### src/rtl/fftdemo_pkg.sv
// Shared definitions for the FFT demo filter datapath: default widths and
// the coefficient loader state encoding.
package fftdemo_pkg;

  localparam int DEF_IW      = 16;
  localparam int DEF_TW      = 12;
  localparam int DEF_LGNTAPS = 10;

  typedef enum logic [2:0] {
    ST_IDLE  = 3'd0,
    ST_FLUSH = 3'd1,
    ST_FETCH = 3'd2,
    ST_DRAIN = 3'd3,
    ST_READY = 3'd4
  } ld_state_t;

  function automatic logic state_is_busy(input ld_state_t s);
    return (s == ST_FLUSH) || (s == ST_FETCH) || (s == ST_DRAIN);
  endfunction

endpackage

### src/rtl/rate_guard.sv
// Sample-rate guard: counts cycles since the last accepted sample and raises
// a sticky overrun flag when samples arrive closer than MIN_GAP cycles.
module rate_guard #(
  parameter int MIN_GAP = 17
) (
  input  logic i_clk,
  input  logic i_reset,
  input  logic i_arm,
  input  logic i_active,
  input  logic i_ce,
  input  logic i_clear,
  output logic o_overrun
);

  localparam int CW = $clog2(MIN_GAP + 1);
  localparam logic [CW-1:0] GAP_MAX  = CW'(MIN_GAP);
  localparam logic [CW-1:0] GAP_LAST = CW'(MIN_GAP - 1);

  logic [CW-1:0] gap_reg;

  // gap_reg holds (cycles since last sample - 1), so a sample exactly
  // MIN_GAP cycles after the previous one sees gap_reg == MIN_GAP-1.
  always_ff @(posedge i_clk) begin
    if (i_reset) begin
      gap_reg   <= GAP_MAX;
      o_overrun <= 1'b0;
    end else begin
      if (i_clear)
        o_overrun <= 1'b0;
      if (i_arm) begin
        gap_reg <= GAP_MAX;
      end else if (i_active) begin
        if (i_ce) begin
          gap_reg <= '0;
          if (gap_reg < GAP_LAST)
            o_overrun <= 1'b1;
        end else if (gap_reg != GAP_MAX) begin
          gap_reg <= gap_reg + 1'b1;
        end
      end
    end
  end

endmodule

### src/rtl/fil_coeff_loader.sv
// Loads one bank of filter taps from coefficient memory into the filter and
// gates the upstream sample stream until the filter holds a complete tap set.
module fil_coeff_loader
  import fftdemo_pkg::*;
#(
  parameter int IW      = DEF_IW,
  parameter int TW      = DEF_TW,
  parameter int LGNTAPS = DEF_LGNTAPS,
  parameter int LGBANKS = 2,
  parameter int MIN_GAP = (1 << LGNTAPS) + 1
) (
  input  logic                       i_clk,
  input  logic                       i_reset,
  input  logic                       i_load_req,
  input  logic [LGBANKS-1:0]         i_bank,
  output logic [LGBANKS+LGNTAPS-1:0] o_rd_addr,
  input  logic [TW-1:0]              i_rd_data,
  output logic                       o_fil_reset,
  output logic                       o_wr_tap,
  output logic [TW-1:0]              o_tap,
  input  logic                       i_ce,
  input  logic [IW-1:0]              i_sample,
  output logic                       o_ce,
  output logic [IW-1:0]              o_sample,
  output logic                       o_busy,
  output logic                       o_done,
  output logic                       o_dropped,
  output logic                       o_overrun
);

  localparam logic [LGNTAPS-1:0] IDX_LAST = '1;

  ld_state_t            state_reg;
  logic [LGBANKS-1:0]   bank_reg;
  logic [LGNTAPS-1:0]   idx_reg;
  logic [LGNTAPS-1:0]   idx_next;
  logic                 load_accept;
  logic                 in_ready;

  assign in_ready    = (state_reg == ST_READY);
  assign load_accept = i_load_req && ((state_reg == ST_IDLE) || in_ready);
  assign idx_next    = idx_reg + 1'b1;

  // Memory read data is already registered; o_tap only masks it to zero
  // outside the write strobe so it lines up with o_wr_tap without a stall.
  assign o_tap = o_wr_tap ? i_rd_data : '0;

  always_ff @(posedge i_clk) begin
    if (i_reset) begin
      state_reg   <= ST_IDLE;
      bank_reg    <= '0;
      idx_reg     <= '0;
      o_rd_addr   <= '0;
      o_fil_reset <= 1'b1;
      o_wr_tap    <= 1'b0;
      o_busy      <= 1'b0;
      o_done      <= 1'b0;
      o_ce        <= 1'b0;
      o_sample    <= '0;
      o_dropped   <= 1'b0;
    end else begin
      o_fil_reset <= 1'b0;
      o_done      <= 1'b0;
      o_wr_tap    <= (state_reg == ST_FETCH);
      o_ce        <= i_ce && in_ready;
      if (i_ce && in_ready)
        o_sample <= i_sample;

      if (load_accept)
        o_dropped <= 1'b0;
      if (i_ce && !in_ready)
        o_dropped <= 1'b1;

      case (state_reg)
        ST_IDLE, ST_READY: begin
          if (load_accept) begin
            bank_reg    <= i_bank;
            state_reg   <= ST_FLUSH;
            o_fil_reset <= 1'b1;
            o_busy      <= 1'b1;
          end
        end
        ST_FLUSH: begin
          idx_reg   <= '0;
          o_rd_addr <= {bank_reg, {LGNTAPS{1'b0}}};
          state_reg <= ST_FETCH;
        end
        ST_FETCH: begin
          // Index parks at the last tap instead of wrapping into a second pass.
          if (idx_reg == IDX_LAST) begin
            state_reg <= ST_DRAIN;
          end else begin
            idx_reg   <= idx_next;
            o_rd_addr <= {bank_reg, idx_next};
          end
        end
        ST_DRAIN: begin
          state_reg <= ST_READY;
          o_done    <= 1'b1;
          o_busy    <= 1'b0;
        end
        default: begin
          state_reg <= ST_IDLE;
          o_busy    <= state_is_busy(ST_IDLE);
        end
      endcase
    end
  end

  rate_guard #(
    .MIN_GAP (MIN_GAP)
  ) u_rate_guard (
    .i_clk     (i_clk),
    .i_reset   (i_reset),
    .i_arm     (!in_ready),
    .i_active  (in_ready),
    .i_ce      (i_ce),
    .i_clear   (load_accept),
    .o_overrun (o_overrun)
  );

endmodule

### config.mk
export PLATFORM = sky130hd
export DESIGN_NAME = fil_coeff_loader
export DESIGN_NICKNAME = d
export VERILOG_FILES = /design/src/rtl/fftdemo_pkg.sv /design/src/rtl/rate_guard.sv /design/src/rtl/fil_coeff_loader.sv
export SDC_FILE = /design/constraint.sdc
export NUM_CORES = 1
export LEC_CHECK = 0
export BUFFER_PORTS_ARGS = -buffer_cell sky130_fd_sc_hd__buf_4
export CORE_MARGIN = 2
export CORE_UTILIZATION = 40
export DETAILED_ROUTE_END_ITERATION = 10
export PLACE_DENSITY = 0.71
export SKIP_CTS_REPAIR_TIMING = 1
export SYNTH_ARGS = -nofsm -noshare
export SYNTH_HDL_FRONTEND = slang
export SYNTH_SLANG_ARGS = --single-unit
### constraint.sdc
create_clock -name i_clk -period 4.6 [get_ports i_clk]
set_input_delay 0.92 -clock i_clk [delete_from_list [all_inputs] [get_ports i_clk]]
set_output_delay 0.92 -clock i_clk [all_outputs]
set_load 0.03 [all_outputs]
==> impl_metrics.ini, run 1 <==
[status]
run_status = finished, final reports clean

[yosys]
netlist_area_sq_um = 2240
yosysTopAreaCell = dfxtp_1
yosys-top-cells-count = 51 x dfxtp_1, 45 x nand2_1, 30 x a21oi_1
yosys.cell_count.top_type = dfxtp_1
synth_async_sr_flop_share_pct = 0
synth-seq-cells = 51
synth_ff_type = dfxtp_1
synth_top_family_by_area = simple AND/OR/NAND/NOR gates
netlist_top_cells_area = dfxtp_1 45%, nand2_1 7.5%, a21oi_1 6.7%
synth_compound_area_share_pct = 15.4
synth_edf_count = 0
ys_seq_area_share_pct = 45.5
synth-xor-area-share_pct = 4.29
synth.area.mux_share_pct = 0.446
synth_nets = 303
synth_simple_gate_area_share_pct = 28.8
synth.top_cell.area_share_pct = 45.5
synth_cell_type_count = 48
postSynthCellCount = 266
synthAdderAreaFrac_pct = 1.67
ys_warn_count = 0
avgSynthCellArea_sq_um = 8.44

[setup_path]
critPathLaunchType = input pin
r2r_cells = 5
arrival_ps = 1340
endpoint_kind = output pin
crit_required_ps = 3680
worstSetupPathType = input pin to output pin
path_max_fanout = 1

[place]
io_buffers = 80
dp_slack_ps = 2340
globalplace.congestion = 0.792
dp_hpwl_mm = 3.74

[floorplanning]
io_pins = 81
fp-row-count = 27
die_area_sq_um = 6230
start_util_pct = 41.0
dieHeight_microns = 78.9
coreArea_sq_um = 5470
die_w_microns = 78.9

[timing]
worst_slack_ps = 2340
finalMaxSlewViolations = 0
skew_ps = 5.49
fin_crit_ps = 2260
setup-tns-final_ps = 0
rsz0062_at_grt = false
post-route-period-util_pct = 49.2
tightest_slew_ps = 653
whs_ps = 460
fmax_mhz = 442
setup_viol = 0
hold_viol_final = 0
slew_headroom_pct = 56.3

[pwr]
p_int_mw = 0.661
power.density_nw_per_um2 = 323
p_clk_share_pct = 28.6
p_seq_share_pct = 50.7
power_switching_mw = 0.298
ir_drop_mv = 0.227
p_sw_share_pct = 31.1
p_comb_share_pct = 20.7
total_leakage_power_nw = 1.18

[routing]
drc = 0
wl_per_cell_microns = 12.4
drtIter0Drc = 74
wl_mm = 5.13
first_pass_iters = 4
drtAntennaViolNets = 0
vias = 2079
vias_per_cell = 5.03

[cells_and_area]
layout-area-overhead-vs-synth_pct = 32.3
drive_gt1_share_pct = 27.6
diodes = 0
layout.nets = 377
regArea_sq_um = 1020
multi_input_area_sq_um = 1140
largest_register_ffs = 16
fill_cells = 536

[global_routing]
grt_use_met1_pct = 21.8
grt_start_max_net_pins = 40
grt_pass1_wl_mm = 8.49
gr-usage-met3_pct = 5.34
grtUsageTotal_pct = 17.2
antenna_found_initial = 0
use_met2_pct = 27.7
gr-max-usage-layer = met2
grt-ovfl-total = 0
grt_pass1_vias = 1865

[job]
cap_violations = 0

[cts]
clockBufferDepth = 2
cts_sinks = 51
numCtsBuffers = 5
cts_tree = yes
cts_root_buf = clkbuf_8
insertion_delay_ps = 310
cts_max_level = 2
clk_pin_slew_ps = 100

[worst_hold_path]
min_delay_path_depth = 2
min_path_type = flip-flop to flip-flop
-- critical path, cell delays in order --
cell and delay [ps]:
buf_4 100, and2_1 150, buf_4 160
-- power groups by stage --
stage	registers [mW]	clock network [mW]	logic, mW
6_report	0.486	0.275	0.199
3_3_place_gp	0.496	0	0.197
4_1_cts	0.486	0.284	0.199
3_5_place_dp	0.496	0	0.199
5_1_grt	0.492	0.302	0.218
2_1_floorplan	0.504	0	0.124
-- final timing paths --
kind                             start                   endpoint  slack [ps]
max                       i_rd_data[1]                   o_tap[1]        2340
min           o_sample[5]$_SDFFE_PP0P_   o_sample[5]$_SDFFE_PP0P_         460
max reg2reg  o_rd_addr[0]$_SDFFE_PP0P_  o_rd_addr[9]$_SDFFE_PP0P_        2640
min reg2reg   o_sample[5]$_SDFFE_PP0P_   o_sample[5]$_SDFFE_PP0P_         460
-- cell usage in the layout, fill, tap and decap left out, types with 2 or more instances in the layout --
| master | count |
|---|---|
| o211ai_1 | 2 |
| inv_1 | 6 |
| and3_1 | 5 |
| nand3_1 | 8 |
| xor2_1 | 6 |
| a21boi_1 | 2 |
| a311oi_1 | 4 |
| or3_1 | 2 |
| nor4_1 | 5 |
| ha_1 | 3 |
| nand2_1 | 45 |
| nand4_1 | 5 |
| o21ai_0 | 10 |
| dfxtp_1 | 51 |
| o31ai_1 | 2 |
| a21oi_1 | 30 |
| xnor2_1 | 5 |
| clkbuf_8 | 6 |
| nand2b_1 | 5 |
| nor3_1 | 3 |
| nor2_1 | 18 |
| and2_1 | 13 |
| or4_1 | 2 |
| nor2b_1 | 2 |
| buf_4 | 80 |
-- through the flow --
step | instances | power (mW) | area (sq um) | utilization [%]
2_1_floorplan | 266 | 0.628 | 2240 | -
3_3_place_gp | 405 | 0.693 | 2870 | 52.4
3_5_place_dp | 405 | 0.695 | 2870 | 52.4
4_1_cts | 413 | 0.969 | 2970 | 54.3
5_1_grt | 413 | 1.01 | 2970 | 54.3
6_report | 413 | 0.959 | 2970 | 54.3
-- per-layer routing --
| metal | vias to the layer above | routed length [microns] |
|---|---|---|
| li1 | 1075 | - |
| met1 | 949 | 2260 |
| met2 | 46 | 2510 |
| met3 | 9 | 257 |
| met4 | 0 | 103 |
| met5 | - | 0 |
-- cell type report --
type / instances / share of cell area (%)
flip-flops and latches: 51 / 34.4
repair buffers: 80 / 20.2
clock buffers: 6 / 2.78
inverters: 6 / 0.759
clock inverters: 2 / 0.548
well taps: 72 / 3.03
multi-input cells: 196 / 38.3
-- cell families (layout without fill, tap and decap cells) --
family / after synthesis / in the layout
xor gates and xnor gates: 11 / 11
muxes: 1 / 1
buffers and inverters: 19 / 94
and+or+nand+nor: 123 / 123
DFF: 51 / 51
adders and majority gates: 3 / 3
AOI/OAI and AO/OA: 58 / 58
Power figures use the tool's default switching activity.
==> run 2: changes to the inputs <==
Settings changed: ABC_AREA from default to 1, PLACE_DENSITY 0.71 to 0.73.
Clock period 4.6 ns to 1.98 ns, I/O delays scaled along.
==> impl_metrics.ini, run 2 <==
[status]
run_status = finished, final reports clean

[global_routing]
grt_pass1_vias = 2141
gr-max-usage-layer = met2
use_met2_pct = 29.6
grt-ovfl-total = 0
grt_pass1_wl_mm = 9.04
grt_start_max_net_pins = 31
grt_use_met1_pct = 20.6
gr-usage-met3_pct = 6.56
antenna_found_initial = 0
grtUsageTotal_pct = 17.6

[yosys]
postSynthCellCount = 322
synth_nets = 359
synth_ff_type = dfxtp_1
synth_cell_type_count = 30
yosys-top-cells-count = 68 x nand2_1, 51 x dfxtp_1, 43 x nand3_1
synth_edf_count = 0
ys_seq_area_share_pct = 44.3
yosysTopAreaCell = dfxtp_1
netlist_top_cells_area = dfxtp_1 44%, nand2_1 11%, nand3_1 9.3%
ys_warn_count = 0
synth_async_sr_flop_share_pct = 0
synth-seq-cells = 51
yosys.cell_count.top_type = nand2_1
avgSynthCellArea_sq_um = 7.15
synth.top_cell.area_share_pct = 44.3
netlist_area_sq_um = 2300

[place]
io_buffers = 80
globalplace.congestion = 0.793
dp.cells = 465
dp_slack_ps = 439
dp_hpwl_mm = 4.05

[cells_and_area]
fill_cells = 549
diodes = 0
largest_register_ffs = 16
final_common_cell = buf_4
finalNonFillerCells = 472
drive_gt1_share_pct = 25.5
final_cell_mix = 80 x buf_4, 68 x nand2_1, 51 x dfxtp_1, 43 x nand3_1, 38 x inv_1
layout.nets = 437
layout-area-overhead-vs-synth_pct = 31.6

[routing]
wl_per_cell_microns = 11.5
drtIter0Drc = 100
first_pass_iters = 5
vias = 2315
drc = 0
vias_per_cell = 4.90
wl_mm = 5.43
drtAntennaViolNets = 0

[floorplanning]
fp-row-count = 27
dieHeight_microns = 79.9
start_util_pct = 41.6
io_pins = 81
coreArea_sq_um = 5540
die_area_sq_um = 6380
die_w_microns = 79.9

[timing]
slew_headroom_pct = 73.7
setup-tns-final_ps = 0
setup_viol = 0
fin_crit_ps = 1580
skew_ps = 18.5
worst_slack_ps = 400
post-route-period-util_pct = 79.8
finalMaxSlewViolations = 0
fmax_mhz = 633
rsz0062_at_grt = false
tightest_slew_ps = 394
hold_viol_final = 0

[cts]
cts_tree = yes
cts_max_level = 2
clockBufferDepth = 2
cts_sinks = 51
numCtsBuffers = 5
clk_pin_slew_ps = 90
insertion_delay_ps = 310
cts_root_buf = clkbuf_8

[setup_path]
cp_slowest_cell = dfxtp_1
path_max_fanout = 13
critPathLaunchType = flip-flop
path_cells = nand2_1 > inv_1 > buf_4
crit_required_ps = 1580
endpoint_kind = output pin
max_stage_delay_ps = 560
worstSetupPathType = flip-flop to output pin
arrival_ps = 1180

[pwr]
total_power_mw = 2.37
ir_drop_mv = 0.524
power.density_nw_per_um2 = 783
total_leakage_power_nw = 1.38

[worst_hold_path]
min_path_type = input pin to flip-flop

[job]
cap_violations = 0
[run 2: changes by cell type after synthesis, moves of 5 or more]
| cell | delta |
|---|---|
| nand3_1 | +35 |
| inv_1 | +32 |
| nand2_1 | +23 |
| and2_1 | -13 |
| nor2_1 | +11 |
| a21oi_1 | +5 |
| nand2b_1 | -5 |
| nor4_1 | -5 |
| xnor2_1 | -5 |
| xor2_1 | -5 |
[run 2: final timing paths]
check / startpoint / to / slack, ps / cells after the start
max: o_wr_tap$_SDFF_PP0_ / o_tap[8] / 400 / 3
min: i_bank[0] / bank_reg[0]$_SDFFE_PP0P_ / 330 / 3
max reg2reg: o_rd_addr[1]$_SDFFE_PP0P_ / o_rd_addr[0]$_SDFFE_PP0P_ / 410 / 9
min reg2reg: o_sample[9]$_SDFFE_PP0P_ / o_sample[9]$_SDFFE_PP0P_ / 470 / 2
[run 2: cell families after synthesis]
family          share of synthesized area (%)
compound gates                           11.5
xor+xnor                                0.381
fa+ha+maj                                1.63
buf+inv                                  8.80
flops                                    44.3
simple gates                             33.4
[run 2: worst max-delay path: cells and delay by family (launching register included)]
family | cells | cell delay, ps
DFF | 1 | 560
buffers and inverters | 2 | 220
and+or+nand+nor | 1 | 110
[run 2: power breakdown]
part	internal [mW]	total, mW	switching (mW)
Clock	0.242	0.584	0.341
Sequential	1.10	1.17	0.0746
Combinational	0.217	0.621	0.404
[run 2: area by class of cell]
cell class | count | area (sq um) | area share [%]
Clock buffer | 5 | 68.8 | 2.27
Timing Repair Buffer | 80 | 601 | 19.8
Clock inverter | 2 | 13.8 | 0.454
Tap cell | 72 | 90.1 | 2.97
Sequential cell | 51 | 1020 | 33.7
Inverter | 42 | 158 | 5.20
Multi-Input combinational cell | 220 | 1080 | 35.6
[run 2: metal layers]
metal  part of all wire [%]  wire length [microns]
met5                      0                      0
met2                     43                   2340
met4                    1.4                     78
met1                     45                   2470
met3                     10                    550
[run 2: metrics by stage]
stage	utilization, %	hold WS [ps]	area [sq um]
3_5_place_dp	53.2	456	2950
2_1_floorplan	-	436	2300
3_3_place_gp	53.2	449	2950
5_1_grt	54.7	342	3030
4_1_cts	54.7	326	3030
6_report	54.7	326	3030
==> run 3: changes to the inputs <==
Clock period 1.98 ns to 1.29 ns, I/O delays scaled along.
==> impl_metrics.ini, run 3 (same netlist as run 2, synthesis figures left out) <==
[cts]
cts_sinks = 51
cts_tree = yes
clk_pin_slew_ps = 90
cts_root_buf = clkbuf_8
insertion_delay_ps = 310
clockBufferDepth = 2
numCtsBuffers = 5
cts_max_level = 2

[place]
placed_cell_area_sq_um = 3170
dp.cells = 488
globalplace.congestion = 0.806
dp_hpwl_mm = 4.34
io_buffers = 80

[timing]
whs_ps = 176
skew_ps = 3.87
hold_viol_final = 0
slew_headroom_pct = 77.7
setup-tns-final_ps = -179
setup_viol = 9
worst_slack_ps = -46.1
tightest_slew_ps = 332
fmax_mhz = 748
finalMaxSlewViolations = 0
rsz0062_at_grt = true
fin_crit_ps = 1340
post-route-period-util_pct = 104

[worst_hold_path]
min_delay_path_depth = 3
min_path_type = input pin to flip-flop
min_to = bank_reg[1]$_SDFFE_PP0P_
hp-start = i_bank[1]

[floorplanning]
coreArea_sq_um = 5540
start_util_pct = 41.6
dieHeight_microns = 79.9
die_area_sq_um = 6380
io_pins = 81
fp-row-count = 27
die_w_microns = 79.9

[routing]
vias_per_cell = 4.93
drc = 0
vias = 2455
first_pass_iters = 6
drtAntennaViolNets = 0
wl_mm = 6.15
wl_per_cell_microns = 12.4
drtIter0Drc = 93

[status]
run_status = finished, violations left
violations = negative setup slack

[cells_and_area]
final_common_cell = buf_4
finalNonFillerCells = 498
final_cell_mix = 90 x buf_4, 64 x nand2_1, 37 x dfxtp_1, 35 x nand3_1, 32 x inv_1
drive_gt1_share_pct = 41.5
fin_area_sq_um = 3520
layout.nets = 462
largest_register_ffs = 16
layout-area-overhead-vs-synth_pct = 53.0
diodes = 0

[global_routing]
grt-ovfl-total = 0
grt_pass1_vias = 2179
grt_start_max_net_pins = 17
grtUsageTotal_pct = 18.3
grt_pass1_wl_mm = 9.34
antenna_found_initial = 0

[setup_path]
arrival_ps = 1550
path_max_fanout = 6
worstSetupPathType = flip-flop to flip-flop
r2r_setup_slack_ps = -50
endpoint_kind = flip-flop
worstReg2RegEnd = o_rd_addr[2]$_SDFFE_PP0P_
r2r-start = o_rd_addr[0]$_SDFFE_PP0P_
r2r_cells = 8
crit_required_ps = 1510
critPathLaunchType = flip-flop
critPathLaunch = o_rd_addr[0]$_SDFFE_PP0P_

[pwr]
total_leakage_power_nw = 1.59
ir_drop_mv = 0.858
power.density_nw_per_um2 = 1200

[job]
cap_violations = 0
run 3: cell types whose count changed in the layout (fill, tap and decap cells not counted), sizes merged:
cell    previous run  this run
buf               80       104
bufinv             0         1
nand2             74        75
run 3: critical path, cell delays in order (launching register included):
cell and delay [ps]:
dfxtp_4 370, ha_4 150, nand2_4 70, nor2_4 110
nand3_2 90, nand2_4 150, nand2_4 110, a21oi_2 150
nor2_1 50
run 3: power by group:
group,switching (mW),internal [mW],leakage [nW]
Sequential,0.116,1.69,0.421
Combinational,0.797,0.512,1.11
Clock,0.546,0.578,0.0581
run 3: worst max path at each step:
stage / end / cells after the start
after CTS: o_tap[11] / 3
after floorplan: o_rd_addr[5]$_SDFFE_PP0P_ / 9
after global placement: u_rate_guard.gap_reg[8]$_SDFFE_PP0N_ / 8
after detailed placement: u_rate_guard.gap_reg[8]$_SDFFE_PP0N_ / 8
after global routing: o_rd_addr[6]$_SDFFE_PP0P_ / 8
final: o_rd_addr[2]$_SDFFE_PP0P_ / 8
run 3: stage by stage:
stage                     power [mW]  util (%)  setup slack, ps
final                           4.24      63.6            -46.1
after global routing            4.46      63.6             -110
after CTS                       4.07      59.2             -173
after detailed placement        2.95      57.1            -66.9
after global placement          2.92      57.1             9.68
after floorplan                 2.51         -             -150
run 3: layer usage:
metal  global-route usage (%)  up-vias  wire (microns)
met5                        0        -               0
met4                     6.78        0              99
met3                     5.88        9             484
met2                     30.3       84            2970
met1                     22.2     1107            2600
li1                         -     1255               -
run 3: final cells by class:
type	count	area, sq um
Clock buffer	5	68.8
Clock inverter	3	43.8
Fill cell	468	2020
Inverter	42	163
Multi-Input combinational cell	221	1270
Sequential cell	51	1060
Tap cell	72	90.1
Timing Repair Buffer	104	833
